`config.mk`:
```
export PLATFORM = sky130hd
export DESIGN_NAME = xbar_rr
export DESIGN_NICKNAME = d
export VERILOG_FILES = /design/src/rtl/xbar_pkg.sv /design/src/rtl/xbar_rr_arb.sv /design/src/rtl/xbar_rr.sv
export SDC_FILE = /design/constraint.sdc
export NUM_CORES = 1
export LEC_CHECK = 0
export ABC_CLOCK_PERIOD_IN_PS = 13400
export BUFFER_PORTS_ARGS = -buffer_cell sky130_fd_sc_hd__buf_4
export CORE_ASPECT_RATIO = 0.75
export CORE_MARGIN = 2
export CORE_UTILIZATION = 55
export CTS_BUF_LIST = sky130_fd_sc_hd__clkbuf_16
export CTS_CLUSTER_DIAMETER = 40
export DETAILED_ROUTE_END_ITERATION = 10
export PLACE_DENSITY_LB_ADDON = 0.25
export SETUP_SLACK_MARGIN = 0.4
export SLEW_MARGIN = 40
export SYNTH_ARGS = -nofsm -noshare
export SYNTH_HDL_FRONTEND = slang
export SYNTH_SLANG_ARGS = --single-unit
```
`constraint.sdc`:
```
create_clock -name clk -period 13.4 [get_ports clk]
set_clock_uncertainty 0.1 [all_clocks]
set_input_delay 2.01 -clock clk [delete_from_list [all_inputs] [get_ports clk]]
set_output_delay 2.01 -clock clk [all_outputs]
set_load 0.01 [all_outputs]
```
`src/rtl/xbar_pkg.sv`:
```
// Shared types and constants for the round-robin wormhole crossbar.
package xbar_pkg;

  localparam int XBAR_DW = 32;

  typedef logic [XBAR_DW-1:0] flit_t;

  typedef enum logic [0:0] {
    ARB_IDLE   = 1'b0,
    ARB_LOCKED = 1'b1
  } arb_state_e;

  // Port indices of the 5-port router instance.
  localparam int PORT_N = 0;
  localparam int PORT_S = 1;
  localparam int PORT_E = 2;
  localparam int PORT_W = 3;
  localparam int PORT_L = 4;

endpackage

```
`src/rtl/xbar_rr_arb.sv`:
```
// Per-output round-robin arbiter with wormhole lock; grants only when the
// output slot can take a flit this cycle.
module xbar_rr_arb
  import xbar_pkg::*;
#(
  parameter int NPORTS = 5,
  parameter int PW     = $clog2(NPORTS)
) (
  input  logic              clk,
  input  logic              rst,
  input  logic [NPORTS-1:0] req_i,
  input  logic [NPORTS-1:0] tail_i,
  input  logic              slot_free_i,
  output logic [NPORTS-1:0] gnt_o,
  output logic [PW-1:0]     gnt_idx_o
);

  arb_state_e    state_q, state_d;
  logic [PW-1:0] owner_q, owner_d;
  logic [PW-1:0] ptr_q, ptr_d;
  logic [PW-1:0] idx_s;
  logic [PW-1:0] cand_s;
  logic          found_s;

  // State, owner and pointer registers.
  always_ff @(posedge clk or posedge rst) begin
    if (rst) begin
      state_q <= ARB_IDLE;
      owner_q <= '0;
      ptr_q   <= PW'(NPORTS - 1);
    end else begin
      state_q <= state_d;
      owner_q <= owner_d;
      ptr_q   <= ptr_d;
    end
  end

  // Descending scan so the last hit is the requester closest after ptr.
  always_comb begin
    state_d   = state_q;
    owner_d   = owner_q;
    ptr_d     = ptr_q;
    gnt_o     = '0;
    gnt_idx_o = '0;
    found_s   = 1'b0;
    cand_s    = '0;
    idx_s     = '0;
    for (int k = NPORTS; k >= 1; k--) begin
      idx_s = PW'((int'(ptr_q) + k) % NPORTS);
      if (req_i[idx_s]) begin
        cand_s  = idx_s;
        found_s = 1'b1;
      end else begin
        found_s = found_s;
      end
    end
    case (state_q)
      ARB_IDLE: begin
        if (found_s && slot_free_i) begin
          gnt_o[cand_s] = 1'b1;
          gnt_idx_o     = cand_s;
          if (tail_i[cand_s]) begin
            ptr_d = cand_s;
          end else begin
            state_d = ARB_LOCKED;
            owner_d = cand_s;
          end
        end else begin
          state_d = ARB_IDLE;
        end
      end
      ARB_LOCKED: begin
        if (req_i[owner_q] && slot_free_i) begin
          gnt_o[owner_q] = 1'b1;
          gnt_idx_o      = owner_q;
          if (tail_i[owner_q]) begin
            state_d = ARB_IDLE;
            ptr_d   = owner_q;
          end else begin
            state_d = ARB_LOCKED;
          end
        end else begin
          state_d = ARB_LOCKED;
        end
      end
      default: begin
        state_d = ARB_IDLE;
      end
    endcase
  end

endmodule

```
`src/rtl/xbar_rr.sv`:
```
// N-port wormhole crossbar: pops input FIFO heads straight into one
// registered flit slot per output, arbitrated round-robin per output.
module xbar_rr
  import xbar_pkg::*;
#(
  parameter int NPORTS = 5,
  parameter int DW     = 32,
  parameter int PW     = $clog2(NPORTS)
) (
  input  logic                 clk,
  input  logic                 rst,
  input  logic [NPORTS*DW-1:0] in_data_i,
  input  logic [NPORTS-1:0]    in_valid_i,
  input  logic [NPORTS-1:0]    in_tail_i,
  input  logic [NPORTS*PW-1:0] in_dest_i,
  output logic [NPORTS-1:0]    in_pop_o,
  output logic [NPORTS*DW-1:0] out_data_o,
  output logic [NPORTS-1:0]    out_valid_o,
  input  logic [NPORTS-1:0]    out_ready_i,
  output logic [NPORTS-1:0]    drop_o
);

  logic [NPORTS*DW-1:0] out_data_q;
  logic [NPORTS-1:0]    out_valid_q;
  logic [NPORTS-1:0]    slot_free_s;
  logic [NPORTS-1:0]    drop_s;
  logic [NPORTS-1:0]    req_s     [NPORTS];
  logic [NPORTS-1:0]    gnt_s     [NPORTS];
  logic [PW-1:0]        gnt_idx_s [NPORTS];
  logic [DW-1:0]        load_s    [NPORTS];

  // Nothing moves while reset is held, so no flit is lost to a pop.
  assign slot_free_s = (~out_valid_q | out_ready_i) & {NPORTS{~rst}};

  // Request matrix, drop detection, pop strobes and output data mux.
  always_comb begin
    drop_s   = '0;
    in_pop_o = '0;
    for (int o = 0; o < NPORTS; o++) begin
      req_s[o]  = '0;
      load_s[o] = in_data_i[int'(gnt_idx_s[o])*DW +: DW];
    end
    for (int i = 0; i < NPORTS; i++) begin
      drop_s[i] = in_valid_i[i] && ~rst &&
                  ({1'b0, in_dest_i[i*PW +: PW]} >= (PW+1)'(NPORTS));
      for (int o = 0; o < NPORTS; o++) begin
        req_s[o][i] = in_valid_i[i] && (in_dest_i[i*PW +: PW] == PW'(o));
      end
    end
    in_pop_o = drop_s;
    for (int o = 0; o < NPORTS; o++) begin
      in_pop_o = in_pop_o | gnt_s[o];
    end
  end

  assign drop_o = drop_s;

  for (genvar o = 0; o < NPORTS; o++) begin : g_arb
    xbar_rr_arb #(
      .NPORTS (NPORTS),
      .PW     (PW)
    ) u_arb (
      .clk         (clk),
      .rst         (rst),
      .req_i       (req_s[o]),
      .tail_i      (in_tail_i),
      .slot_free_i (slot_free_s[o]),
      .gnt_o       (gnt_s[o]),
      .gnt_idx_o   (gnt_idx_s[o])
    );
  end

  // Output flit registers; data holds after the flit is accepted.
  always_ff @(posedge clk or posedge rst) begin
    if (rst) begin
      out_valid_q <= '0;
      out_data_q  <= '0;
    end else begin
      for (int o = 0; o < NPORTS; o++) begin
        if (|gnt_s[o]) begin
          out_valid_q[o]           <= 1'b1;
          out_data_q[o*DW +: DW]   <= load_s[o];
        end else if (out_ready_i[o]) begin
          out_valid_q[o] <= 1'b0;
        end else begin
          out_valid_q[o] <= out_valid_q[o];
        end
      end
    end
  end

  assign out_valid_o = out_valid_q;
  assign out_data_o  = out_data_q;

endmodule

```
==> impl_metrics.csv, run 1 <==
group,metric,value,unit
run_status,status,"finished clean",
sta,tightest_slew,0.892,ns
placed_design,io_buffers,366,
cts,cts-root-buf,"clkbuf_16",
drt,dr.pass1.iters,8,
job,max_cap_violations,0,
die,dieHeight,188,um
yosys,syn_inst,2868,
yosys,synth_edf_count,0,
yosys,synth_warnings,0,
cts,postCtsSetupBuffers,0,
cells_and_area,nNetsFinal,3398,
setup_path,crit_slowest_cell,"ha_1",
global_routing,grt_usage,38.2,%
setup_path,critPathMaxStageDelay,0.72,ns
die,start_util,55.6,%
sta,fmax,110,MHz
yosys,synth_top_area_cell,"dfrtp_1",
cts,insertion_delay,0.47,ns
sta,slew_headroom,40.5,%
placed_design,hpwlAfterDp,65.8,mm
yosys,yosys_most_used_dff,"dfrtp_1",
pwr,power_density,275,nW/um^2
yosys,synth_common_cells,"mux2i_1 (432), dfrtp_1 (195), o21ai_0 (151), nand2_1 (146), nor2_1 (144)",
die,io_pins,367,
drt,routed-via-count,25900,
setup_path,path_cells,"clkinv_1, ha_1, inv_1, ha_1, or3b_2, o22ai_1, or2_1, ha_1, inv_1, o22ai_1, o21ai_1, or3_1, a21oi_2, nor2_1, o311ai_1, o22ai_1, and3_1, a2111oi_0, o21ai_1, or3_1, buf_4",
yosys,synth_area,24800,um^2
global_routing,grt_pass1_wl,144,mm
min_path,hp-class,"reg2reg",
yosys,yosys_register_bits,200,
setup_path,r2r_end,"out_data_o[29]",
cts,cts.sink_count,200,
cells_and_area,area_growth,14.0,%
yosys,synth_top_area_share,19.7,%
drt,drt-vias-per-instance,7.00,
setup_path,crit_required,11.29,ns
cts,path_clk_slew,0.09,ns
global_routing,met3_usage,5.90,%
setup_path,startpoint_type,"flop",
global_routing,busiest_layer,"met2",
sta,period_needed,9.08,ns
cts,ctsHoldBuffers,0,
sta,finalHoldViolations,0,
global_routing,antenna_found_initial,0,
setup_path,startpoint,"g_arb[4].u_arb.ptr_q[1]",
setup_path,rr_startpoint,"g_arb[0].u_arb.ptr_q[0]",
drt,final_antenna_net_count,0,
cts,cts_resized,0,
setup_path,ff2ff_setup_slack,6.02,ns
cells_and_area,layout-drive-gt1-share,22.0,%
cts,clock_path_buffers,2,
drt,drc_errors,0,
cts,cts_inserted_buffers,17,
cts,cts_tree,"built",
global_routing,grt.met2_usage,58.2,%
drt,initialDrtViolationCount,3303,
global_routing,gr-total-overflow,0,
setup_path,critPathMaxFanout,14,
sta,hold_ws,0.411,ns
yosys,yosys.cell_count.top_type,"mux2i_1",
die,dieArea,46800,um^2
sta,finalSetupTns,0,ns
placed_design,place_area,27700,um^2
yosys,ys_seq_area_share,20.2,%
drt,wirelength,92.9,mm
cells_and_area,final_area,28300,um^2
sta,min_period_over_period,67.8,%
sta,setup_viol,0,
setup_path,end_kind,"output pin",
sta,grt_setup_unrepaired,"false",
sta,slew_violations,0,
global_routing,grt_pass1_vias,24800,
cts,htreeDepth,4,
yosys,syn_avg_cell_area,8.64,um^2
setup_path,cp_data_arrival_time,6.97,ns
drt,wl_per_cell,25.2,um
setup_path,crit_end,"in_pop_o[2]",
die,core-area,44600,um^2
global_routing,grt_max_degree,72,
pwr,worst_ir_drop_vdd,0.149,mV
pwr,p_leak,12.7,nW
setup_path,critPathKind,"reg2out",
yosys,async_reset_ff_share,100,%
cells_and_area,insertedDiodeCount,0,
placed_design,routabilityCongestion,0.981,
yosys,synth_nets,3174,
setup_path,reg2regPathDepth,21,
global_routing,grt_use_met1,53.5,%
yosys,synth_cell_type_count,134,
die,die_w,249,um
die,fp-row-count,67,
yosys,synth.area.top_cells,"dfrtp_1 (20%), mux2i_1 (17%), ha_1 (5.8%), mux2_2 (3.8%), o21ai_0 (3.0%)",
cells_and_area,fillCellCount,3813,
worst max-delay path: cells and delay by family (launching register included):
family	cells	cell delay [ns]
adders and majority gates	3	1.19
and+or+nand+nor	6	1.86
buffers and inverters	4	0.85
AOI/OAI and AO/OA	8	1.98
DFF	1	0.61
worst min path at each step:
stage,start,endpoint,slack [ns],cells after the start
floorplan,g_arb[2].u_arb.state_q,g_arb[2].u_arb.state_q,0.41,2
global placement,out_data_o[92],out_data_o[92],0.38,2
detailed placement,out_data_o[94],out_data_o[94],0.39,2
CTS,out_data_o[86],out_data_o[86],0.41,2
global route,out_data_o[86],out_data_o[86],0.43,2
finish,out_data_o[86],out_data_o[86],0.41,2
layout make-up:
class	instances	area, um^2	share of cell area [%]
Clock buffer	17	425	1.51
Clock inverter	15	184	0.651
Inverter	150	573	2.03
Multi-Input combinational cell	2312	18200	64.5
Sequential cell	200	5010	17.7
Tap cell	586	733	2.59
Timing Repair Buffer	411	3100	11.0
registers in the layout, indices dropped and copies added (netlist names):
| name | flops |
|---|---|
| out_data_o | 160 |
| g_arb.u_arb.owner_q | 15 |
| g_arb.u_arb.ptr_q | 15 |
| g_arb.u_arb.state_q | 5 |
| out_valid_o | 5 |
where the power goes:
group / internal (W) / switching [W]
Sequential: 0.000892 / 0.000295
Combinational: 0.00246 / 0.00356
Clock: 0.000258 / 0.000305
Total: 0.00361 / 0.00416
per-stage QoR:
step	total power, W	instances	worst slack (ns)	utilization, %
finish	0.00777	3691	4.32	63.4
CTS	0.00760	3691	4.47	63.4
global route	0.00828	3691	3.97	63.4
global placement	0.00686	3658	5.20	61.9
floorplan	0.00548	2868	3.18	-
detailed placement	0.00702	3659	5.00	62.0
cell families (layout without fill, tap and decap cells):
family / count (synthesis) / after routing / synth area share [%]
multiplexers: 538 / 538 / 22.9
XOR/XNOR: 41 / 41 / 1.92
adder cells (fa/ha/maj): 114 / 114 / 5.75
AND/OR/NAND/NOR: 689 / 689 / 15.5
AO/OA/AOI/OAI: 930 / 930 / 26.7
buffers and inverters: 356 / 593 / 6.99
flip-flops: 200 / 200 / 20.2
cells in the final DEF (no fill, tap or decap), types with 59 or more instances in the layout:
| master | n |
|---|---|
| o21ai_0 | 149 |
| mux2i_1 | 432 |
| dfrtp_1 | 195 |
| o22a_1 | 67 |
| ha_1 | 114 |
| o21ai_1 | 68 |
| nor2_1 | 142 |
| o22ai_1 | 87 |
| buf_4 | 408 |
| inv_1 | 136 |
| mux2_2 | 83 |
| a22oi_1 | 59 |
| nand2_1 | 143 |
| a21oi_1 | 119 |
per-layer routing:
metal | vias to the layer above | routed length [um]
met1 | 12500 | 38900
met4 | 0 | 4260
li1 | 11400 | -
met5 | - | 0
met3 | 305 | 9470
met2 | 1659 | 40300
(Power assumes the default switching activity.)
==> inputs of run 2 (changes only) <==
Settings changed: ABC_CLOCK_PERIOD_IN_PS 13400 to 8900.
Clock period 13.4 ns to 8.9 ns, I/O delays scaled along.
==> run 2 against run 1 <==
Compared with the run above:
- global-route usage grew 0.42 points
- setup slack worse by 3.6 ns
- design area increased by 0.46%
- core utilization up 0.29 points
- combinational power up 52%
- clock power increased by 49%
- sequential share of layout area is 0.078 points lower
- largest cell class unchanged
- largest power group unchanged
==> impl_metrics.csv, run 2 (synthesis gave the netlist of run 1 again) <==
group,metric,value,unit
run_status,status,"finished clean",
die,dieHeight,188,um
drt,drt-vias-per-instance,6.99,
cells_and_area,insertedDiodeCount,0,
setup_path,critPathKind,"reg2out",
cells_and_area,fillCellCount,3794,
die,fp-row-count,67,
sta,fmax,122,MHz
placed_design,io_buffers,366,
cts,ctsHoldBuffers,0,
setup_path,end_kind,"output pin",
setup_path,crit_required,7.47,ns
drt,drc_errors,0,
die,dieArea,46800,um^2
setup_path,path_delay_family,"compound AO/OA/AOI/OAI gates",
die,core-area,44600,um^2
drt,final_antenna_net_count,0,
placed_design,hpwlAfterDp,68.0,mm
sta,finalSetupTns,0,ns
drt,initialDrtViolationCount,3161,
sta,setup_viol,0,
sta,slew_headroom,42.7,%
job,max_cap_violations,0,
die,die_w,249,um
cells_and_area,final_cell_mix,"mux2i_1 (432), buf_4 (415), dfrtp_1 (194), o21ai_0 (149), nand2_1 (144)",
pwr,p_leak,12.8,nW
placed_design,routabilityCongestion,0.984,
drt,routed-via-count,25900,
min_path,hp-class,"reg2reg",
setup_path,critPathMaxFanout,19,
cells_and_area,regArea,5010,um^2
sta,finalHoldViolations,0,
cts,cts-root-buf,"clkbuf_16",
pwr,p_sw,0.00628,W
pwr,power_density,415,nW/um^2
cts,cts_inserted_buffers,17,
sta,tightest_slew,0.853,ns
setup_path,path_buf_inv,3,
cts,cts_tree,"built",
global_routing,grt_max_degree,68,
sta,grt_setup_unrepaired,"false",
cells_and_area,largest_register_ffs,160,
pwr,worst_ir_drop_vdd,0.260,mV
pwr,internal_power,0.00549,W
sta,min_period_over_period,91.9,%
setup_path,rr_startpoint,"g_arb[1].u_arb.ptr_q[0]",
die,start_util,55.6,%
pwr,pwr-share-clk,7.1,%
cells_and_area,nNetsFinal,3411,
setup_path,startpoint_type,"flop",
pwr,p_sw_share,53.4,%
drt,wl_per_cell,25.4,um
cells_and_area,layout-drive-gt1-share,22.4,%
setup_path,startpoint,"g_arb[2].u_arb.ptr_q[1]",
pwr,p_comb_share,77.7,%
pwr,p_total,0.0118,W
min_path,hp-start,"out_data_o[71]",
cells_and_area,multi_input_area,18200,um^2
cts,htreeDepth,4,
cells_and_area,final_common_cell,"mux2i_1",
drt,wirelength,94.2,mm
global_routing,grt_usage,38.7,%
setup_path,crit_slowest_cell,"dfrtp_1",
global_routing,gr-total-overflow,0,
cts,postCtsSetupBuffers,0,
setup_path,path_cells,"inv_1, ha_1, ha_1, or3_1, a22o_1, xnor2_2, ha_1, nor2b_1, or3_1, o211ai_1, mux2_2, o32ai_1, or2_2, o31a_1, inv_1, or3_1, o221a_2, o211ai_1, buf_4",
global_routing,antenna_found_initial,1,
cts,path_clk_slew,0.08,ns
sta,period_needed,8.18,ns
setup_path,critPathMaxStageDelay,0.65,ns
global_routing,grt_pass1_vias,24900,
die,io_pins,367,
pwr,seq_power_share,15.2,%
setup_path,cp_data_arrival_time,6.75,ns
drt,dr.pass1.iters,6,
global_routing,grt_pass1_wl,145,mm
sta,slew_violations,0,
cells_and_area,area_growth,14.5,%
cts,insertion_delay,0.47,ns
cts,clock_path_buffers,2,
cts,cts.sink_count,200,
==> run 2: stage by stage <==
step | hold WS [ns] | instances | worst slack (ns) | instance area [um^2] | util, %
after floorplan | 0.408 | 2868 | 1.04 | 24800 | -
after CTS | 0.413 | 3703 | 0.664 | 28300 | 63.6
after detailed placement | 0.396 | 3671 | 1.19 | 27700 | 62.2
final | 0.410 | 3704 | 0.717 | 28400 | 63.7
after global routing | 0.425 | 3704 | 0.402 | 28400 | 63.7
after global placement | 0.386 | 3665 | 1.47 | 27600 | 61.9
==> run 2: area by class of cell <==
cell class              instances  share of cell area (%)
multi-input cells            2312                    64.2
flip-flops and latches        200                    17.7
repair buffers                424                    11.4
inverters                     150                    2.01
clock inverters                15                   0.617
well taps                     586                    2.58
clock buffers                  17                    1.50
==> run 2: power groups by stage <==
stage	Sequential, W	Combinational (W)	Clock (W)
floorplan	0.00176	0.00649	0
global placement	0.00177	0.00860	0
detailed placement	0.00178	0.00885	0
CTS	0.00177	0.00890	0.000837
global route	0.00183	0.00981	0.000877
finish	0.00179	0.00914	0.000838
==> run 2: path summary, 6_finish.rpt <==
check / end / slack [ns] / cells after the start
max in group asynchronous: out_data_o[30] / 6.01 / 4
hold / removal: out_data_o[71] / 0.41 / 2
min in group asynchronous: out_valid_o[0] / 0.92 / 2
setup / recovery: in_pop_o[1] / 0.72 / 19
hold reg to reg: out_data_o[71] / 0.41 / 2
setup reg to reg: out_data_o[56] / 1.77 / 21
==> run 2: repair_timing <==
item,CTS,global route
setup endpoints to repair,0,2
gates resized for setup,0,3
hold endpoints to repair,0,0
==> run 2: per-layer routing <==
layer	vias up	wire (um)	GRT usage [%]
met2	1630	40200	58.1
met3	327	9580	7.19
met5	-	0	0
met4	0	4780	17.9
met1	12500	39600	53.9
li1	11400	-	-
==> run 2: tightest hold or removal path: stages, from the launching register on <==
cell and delay, ns:
dfrtp_1 0.35, a21oi_1 0.06, o21ai_1 0.06
